## src/rtl/pc_fetch_unit_if.sv

```systemverilog
// Instruction-memory fetch bus between pc_fetch_unit (master) and instruction memory (slave).
// The bus carries one request and at most one outstanding response.

interface pc_fetch_unit_if;
  // Handshake: a request transfers on any cycle with imem_req && imem_gnt. While imem_req is
  // high and gnt is low, the master holds imem_addr constant. The response is a single-cycle
  // imem_rvalid pulse that carries imem_rdata. The response path has no backpressure.
  logic        imem_req;
  logic [63:0] imem_addr;
  logic        imem_gnt;
  logic        imem_rvalid;
  logic [31:0] imem_rdata;

  modport master (
    output imem_req,
    output imem_addr,
    input  imem_gnt,
    input  imem_rvalid,
    input  imem_rdata
  );

  modport slave (
    input  imem_req,
    input  imem_addr,
    output imem_gnt,
    output imem_rvalid,
    output imem_rdata
  );
endinterface

```

## src/rtl/pc_fetch_unit.sv

```systemverilog
// Architectural PC register and single-outstanding instruction fetch for the sequential core.
// Optional macro PC_MISALIGN_TRAP_EN adds the misalign output and a terminal TRAP state.

module pc_fetch_unit #(
  parameter logic [63:0] RESET_PC = 64'h0000_0000_0000_0000,
  parameter int unsigned TIMEOUT  = 255
) (
  input  logic                  clk,
  input  logic                  reset,
  input  logic [63:0]           next_pc,
  input  logic                  pc_update,
  pc_fetch_unit_if.master       mem,
  output logic [63:0]           pc_out,
  output logic [31:0]           instr,
  output logic                  instr_valid,
  output logic                  fetch_err,
`ifdef PC_MISALIGN_TRAP_EN
  output logic                  misalign,
`endif
  output logic [1:0]            fsm_state
);

  localparam logic [1:0] FETCH = 2'd0;
  localparam logic [1:0] WAIT  = 2'd1;
  localparam logic [1:0] HOLD  = 2'd2;
`ifdef PC_MISALIGN_TRAP_EN
  localparam logic [1:0] TRAP  = 2'd3;
`endif

  localparam logic [31:0] NOP      = 32'h0000_0013;
  // The counter value seen in the last WAIT cycle before a timeout is declared.
  localparam logic [15:0] CNT_LAST = 16'(TIMEOUT - 1);

  logic [1:0]  state;
  logic [15:0] cnt;

  // Gating with reset keeps the request low while reset is held, even though state is FETCH.
  assign mem.imem_req  = (state == FETCH) && !reset;
  assign mem.imem_addr = pc_out;
  assign fsm_state     = state;

  always_ff @(posedge clk) begin
    if (reset) begin
      state       <= FETCH;
      cnt         <= 16'd0;
      pc_out      <= RESET_PC;
      instr       <= NOP;
      instr_valid <= 1'b0;
      fetch_err   <= 1'b0;
`ifdef PC_MISALIGN_TRAP_EN
      misalign    <= 1'b0;
`endif
    end else begin
      fetch_err <= 1'b0;
      case (state)
        // rvalid is deliberately ignored here, so stale responses are dropped.
        FETCH: begin
          if (mem.imem_gnt) begin
            state <= WAIT;
            cnt   <= 16'd0;
          end
        end
        WAIT: begin
          if (mem.imem_rvalid) begin
            instr       <= mem.imem_rdata;
            instr_valid <= 1'b1;
            cnt         <= 16'd0;
            state       <= HOLD;
          end else if (cnt == CNT_LAST) begin
            fetch_err <= 1'b1;
            cnt       <= 16'd0;
            state     <= FETCH;
          end else begin
            cnt <= cnt + 16'd1;
          end
        end
        HOLD: begin
          if (pc_update) begin
            pc_out      <= next_pc;
            instr_valid <= 1'b0;
`ifdef PC_MISALIGN_TRAP_EN
            if (next_pc[1:0] != 2'b00) begin
              misalign <= 1'b1;
              state    <= TRAP;
            end else begin
              state <= FETCH;
            end
`else
            state <= FETCH;
`endif
          end
        end
`ifdef PC_MISALIGN_TRAP_EN
        TRAP: state <= TRAP;
`endif
        default: state <= FETCH;
      endcase
    end
  end

endmodule

```

## src/flat_wrapper.sv

```systemverilog
// flat-port wrapper written by rule: the top's interface ports become plain ports
module pc_fetch_unit_flat 
#(
  parameter logic [63:0] RESET_PC = 64'h0000_0000_0000_0000,
  parameter int unsigned TIMEOUT  = 255
)
  (clk, reset, next_pc, pc_update, pc_out, instr, instr_valid, fetch_err, fsm_state, mem_imem_req, mem_imem_addr, mem_imem_gnt, mem_imem_rvalid, mem_imem_rdata);
  pc_fetch_unit_if mem_i ();
  input  logic clk;
  input  logic reset;
  input  logic [63:0] next_pc;
  input  logic pc_update;
  output logic [63:0] pc_out;
  output logic [31:0] instr;
  output logic instr_valid;
  output logic fetch_err;
  output logic [1:0] fsm_state;
  output wire logic [$bits(mem_i.imem_req)-1:0] mem_imem_req;
  output wire logic [$bits(mem_i.imem_addr)-1:0] mem_imem_addr;
  input wire logic [$bits(mem_i.imem_gnt)-1:0] mem_imem_gnt;
  input wire logic [$bits(mem_i.imem_rvalid)-1:0] mem_imem_rvalid;
  input wire logic [$bits(mem_i.imem_rdata)-1:0] mem_imem_rdata;
  assign mem_imem_req = mem_i.imem_req;
  assign mem_imem_addr = mem_i.imem_addr;
  assign mem_i.imem_gnt = mem_imem_gnt;
  assign mem_i.imem_rvalid = mem_imem_rvalid;
  assign mem_i.imem_rdata = mem_imem_rdata;
  pc_fetch_unit #(.RESET_PC(RESET_PC), .TIMEOUT(TIMEOUT)) u_core (.clk(clk), .reset(reset), .next_pc(next_pc), .pc_update(pc_update), .mem(mem_i), .pc_out(pc_out), .instr(instr), .instr_valid(instr_valid), .fetch_err(fetch_err), .fsm_state(fsm_state));
endmodule
```

## config.mk

```make
export PLATFORM = sky130hd
export DESIGN_NAME = pc_fetch_unit_flat
export DESIGN_NICKNAME = d
export VERILOG_FILES = /design/src/rtl/pc_fetch_unit_if.sv /design/src/rtl/pc_fetch_unit.sv /design/src/flat_wrapper.sv
export SDC_FILE = /design/constraint.sdc
export NUM_CORES = 1
export LEC_CHECK = 0
export ABC_AREA = 0
export BUFFER_PORTS_ARGS = -buffer_cell sky130_fd_sc_hd__buf_2
export CORE_ASPECT_RATIO = 1.25
export CORE_MARGIN = 2
export CORE_UTILIZATION = 25
export CTS_CLUSTER_DIAMETER = 60
export DETAILED_ROUTE_END_ITERATION = 16
export PLACE_DENSITY = 0.52
export SYNTH_ARGS = -nofsm -noshare
export SYNTH_HDL_FRONTEND = slang
export SYNTH_SLANG_ARGS = --single-unit
```

## constraint.sdc

```tcl
create_clock -name clk -period 3.93 [get_ports clk]
set_clock_uncertainty 0.2 [all_clocks]
set_input_delay 0.1965 -clock clk [delete_from_list [all_inputs] [get_ports clk]]
set_output_delay 0.1965 -clock clk [all_outputs]
set_load 0.1 [all_outputs]
```

Word level (Yosys, flattened, before mapping)
Index checks and enable logic that the tools add are counted.
- output and inout bits: 165
- word-level logic and storage cells: 39
- input port bits: 101
- flip-flop bits (word level): 116
- muxes and demuxes: 13
- reductions and logical operators: 11
- equal/unequal tests: 7
- add/subtract/negate cells: 1
- bitwise operators: 1
- operator list (cell ; number):
    16-bit two-way mux ; 3
    16-bit one-hot mux with 2 select lines ; 1
    16-bit by 1-bit adder with 16-bit output (second input constant) ; 1
    16-bit by 8-bit == test with 1-bit output (second input constant) ; 1
    2-bit two-way mux ; 4
    2-bit inequality test (second input constant) ; 3
    2-bit one-hot mux with 3 select lines ; 1
    2-bit AND reduction ; 3
    3-bit AND reduction ; 2
    2-bit nonzero test ; 2
    1-bit two-way mux ; 3
    3-bit by 2-bit inequality test with 1-bit output (second input constant) ; 1
    3-bit OR reduction ; 1
    2-bit by 1-bit == test with 1-bit output (second input constant) ; 1
    2-bit == test (second input constant) ; 1
    2-bit zero test ; 1
    1-bit one-hot mux with 2 select lines ; 1
    1-bit logical AND ; 1
    1-bit zero test ; 1
    1-bit inverter ; 1

Depth between registers and ports, before layout
- word-level depth: 4
- mapped depth: 7
- depth with buffers taken out: 6

Least setup slack after synthesis
OpenSTA, ideal clock, no wires.
- kind: reg2out
- from: reg u_core.state[0], in the netlist u_core.fsm_state[0]
- to: out mem_imem_req
- arrival: 3.032 ns
- cell stages (with the launch flop): 3
- required time: 3.533 ns
- path slack: 0.502 ns
- buffers on the path: 1
- path through: dfxtp_1 buf_2 nor3_1
- cells in the longest elaborated chain, start to end: 2
- RTL lines (item ; RTL line ; text):
    start, declared ; pc_fetch_unit.sv:34 ; logic [1:0] state;
    start signal, assigned ; pc_fetch_unit.sv:44 ; state <= FETCH;
    start signal, assigned ; pc_fetch_unit.sv:59 ; state <= WAIT;
    start signal, assigned ; pc_fetch_unit.sv:68 ; state <= HOLD;
    2-bit zero test ; pc_fetch_unit.sv:38 ; assign mem.imem_req = (state == FETCH) && !reset;
    1-bit logical AND ; pc_fetch_unit.sv:38 ;
    end, declared ; flat_wrapper.sv:18 ; output wire logic [$bits(mem_i.imem_req)-1:0] mem_imem_req;
No other way between the ends.

Worst setup path after layout
- from: reg u_core.cnt[0]
- to: reg u_core.state[0], in the netlist u_core.fsm_state[0]
- cells in the longest elaborated chain, start to end: 3
- RTL lines (item ; RTL line ; text):
    start, declared ; pc_fetch_unit.sv:35 ; logic [15:0] cnt;
    start signal, assigned ; pc_fetch_unit.sv:74 ; cnt <= cnt + 16'd1;
    16-bit by 8-bit == test with 1-bit output ; pc_fetch_unit.sv:69 ; end else if (cnt == CNT_LAST) begin
    3-bit by 2-bit inequality test with 1-bit output (no source line) ; n/a ;
    3-bit AND reduction (no source line) ; n/a ;
    end signal, assigned ; pc_fetch_unit.sv:68 ;
    end signal, assigned ; pc_fetch_unit.sv:72 ; state <= FETCH;
    end signal, assigned ; pc_fetch_unit.sv:89 ; state <= FETCH;
No other way between the ends.
A chain may end at the register's enable or synchronous reset.

==> flow_summary.toml <==
[synth]
synth_compound_area_frac = 0.1265
synth_top_family_by_area = "simple AND/OR/NAND/NOR gates"
synth-edff-count = 0
syn_nets = 702
synthFlopType = "dfxtp_1"
yosys_register_bits = 116
synth-xor-area-share = 0.01283
synth-adder-area-share = 0.005238
yosysSeqAreaShare = 0.4861
muxShareOfSynthArea = 0
synth_cells = 599
synthArstFlopShare = 0
synth_area_leaders = "dfxtp_1 (49%), nand2_1 (16%), a21oi_1 (10%)"
synth.distinct_cells = 38
yosys.area_share.simple = 0.2328
syn_area_mm2 = 0.004777
synth.top_cell.area_share = 0.4861
yosysWarningCount = 0
synth.largest_area_cell = "dfxtp_1"
syn_avg_cell_area_um2 = 7.975

[drt]
wirelength_um = 14390
vias = 4849
dr.pass1.iters = 4
post_drt_wl_per_cell_um = 12.71
via_per_inst = 4.284
drt_iter0_markers = 200
drc = 0
final_antenna_net_count = 0

[grt]
grt_usage = 0.1368
grt_pass1_wl_um = 21970
grt_overflow = 0
antenna_found_initial = 0
grt_max_degree = 66
grt_pass1_vias = 4503

[timing]
finalMaxSlewViolations = 0
worst_pin_slew_ns = 0.7611
setup-violations-final = 0
slew_headroom = 0.4926
worst_slack_ns = 1.608
rsz0062_at_grt = "no"
min_period_ns = 2.322
finalSetupTns_ns = 0
final_hold_viol_count = 0
fmaxAchievable_mhz = 430.7
min_period_over_period = 0.5908
holdWs_ns = 0.04122

[critical_path]
crit_fanout = 8
cp.arrival_ns = 2.41
critPathKind = "reg2reg"
cp-end-kind = "flip-flop"
critPathLaunchType = "flip-flop"
cp.required_ns = 4.02

[layout]
fin_util = 0.3961
layout_common_cells = "buf_2 (264), nand2_1 (203), dfxtp_1 (116)"
layout-drive-gt1-share = 0.3444
nets = 990
final_common_cell = "buf_2"
n_fill_cell = 1892
synthToLayoutAreaGrowth_pct = 55.68
n_antenna_cell = 0

[cts]
cts_buffers = 17
clk_latency_ns = 0.41
clock-sinks = 116
root_buffer = "clkbuf_16"
clkTransAtPathRegs_ns = 0.05
cts_tree = "done"
clockBufferDepth = 2
ctsHtreeMaxLevel = 4
post_cts_buffers = 0

[floorplan]
fp.dieH_um = 158.6
die_w_um = 127.6
core_region_area_mm2 = 0.01878
die_area_mm2 = 0.02024
start_util = 0.2544
num_io_pins = 266
row_count = 56

[status]
outcome = "finished clean"

[power_and_ir_drop]
power_density_mw_per_mm2 = 458.8
peakVddDrop_mv = 0.2347
power.leakage_uw = 0.003383
power_uw = 3412

[min_path]
hp-class = "in2reg"

[placement]
io_buffer_count = 265
dpl_worst_slack_ns = 1.673
dp_hpwl_um = 9152
gp_congestion = 0.7063

[job]
drv_cap = 0
[state kept, by name (all words and copies together) (netlist names)]
register / count
u_core.instr_valid: 1
u_core.instr: 32
u_core.cnt: 16
u_core.mem.imem_addr: 64
u_core.fsm_state: 2
u_core.fetch_err: 1
[where the power goes]
group	internal, uW	switching [uW]	total (uW)	leakage [uW]
registers	1200	16.8	1220	0.000938
logic	147	354	501	0.00214
clock network	1160	536	1690	0.000307
total	2510	907	3410	0.00338
[cell families after synthesis]
| group | Yosys count |
|---|---|
| flip-flops | 116 |
| XOR/XNOR | 7 |
| buffers and inverters | 104 |
| AND/OR/NAND/NOR | 257 |
| adder cells (fa/ha/maj) | 2 |
| AO/OA/AOI/OAI | 113 |
[what timing repair did]
item                      4_1_cts  5_1_grt
hold buffers                  100        0
gates resized for setup         0        0
hold endpoints to repair      100        0
[per-stage QoR]
step / std cells / cell area [um2]
detailed placement: 1000 / 5793
finish: 1132 / 7437
global route: 1132 / 7437
floorplan: 599 / 4777
CTS: 1132 / 7437
global placement: 1000 / 5793
[worst paths after layout]
kind | start | end | slack (ns) | depth (start not counted)
worst min-delay path | reset | u_core.cnt[0]$_SDFFE_PP0P_ | 0.04 | 2
worst min register to register | u_core.instr[5]$_SDFFE_PP0P_ | u_core.instr[5]$_SDFFE_PP0P_ | 0.25 | 2
worst max register to register | u_core.cnt[0]$_SDFFE_PP0P_ | u_core.fsm_state[0]$_SDFFE_PP0P_ | 1.61 | 7
worst max-delay path | u_core.cnt[0]$_SDFFE_PP0P_ | u_core.fsm_state[0]$_SDFFE_PP0P_ | 1.61 | 7
[metal layers]
| layer | share of wire | track usage | vias up | wire, um |
|---|---|---|---|---|
| met5 | 0 | 0 | - | 0 |
| li1 | - | - | 2462 | - |
| met2 | 0.50 | 0.2399 | 186 | 7123 |
| met3 | 0.069 | 0.04301 | 11 | 996 |
| met1 | 0.42 | 0.1554 | 2190 | 6074 |
| met4 | 0.013 | 0.05233 | 0 | 191 |
[synth_stat cells (2+ instances only)]
library cell,n
dfxtp_1,116
nand4b_1,2
nor3_1,4
nand3_1,8
or3_1,3
buf_2,8
and4_1,2
ha_1,2
xnor2_1,3
nand4_1,4
nand3b_1,5
or4_4,2
buf_4,65
o21ai_0,4
o31ai_1,3
nand2_1,203
a21oi_1,100
a21oi_2,3
inv_1,4
nor2_1,13
xor2_1,4
clkbuf_1,25
[final cells by class]
class                           count  area [um2]  share of cell area
Multi-Input combinational cell    379        1807              0.2429
Clock inverter                      9       175.2             0.02355
Inverter                            4       15.01            0.002019
Tap cell                          232       290.3             0.03903
Timing Repair Buffer              369        2360              0.3173
Sequential cell                   116        2322              0.3122
Clock buffer                       23       467.9             0.06292
[critical path, cell delays in order, from the launching register on]
cell and delay (ns):
dfxtp_1 0.34, inv_1 0.08, ha_1 0.15, nor4b_1 0.21, nand4_1 0.35, nand2_1 0.21, a21oi_1 0.08, dlygate4sd3_1 0.58
No activity file was read; power rests on OpenSTA's default activity.
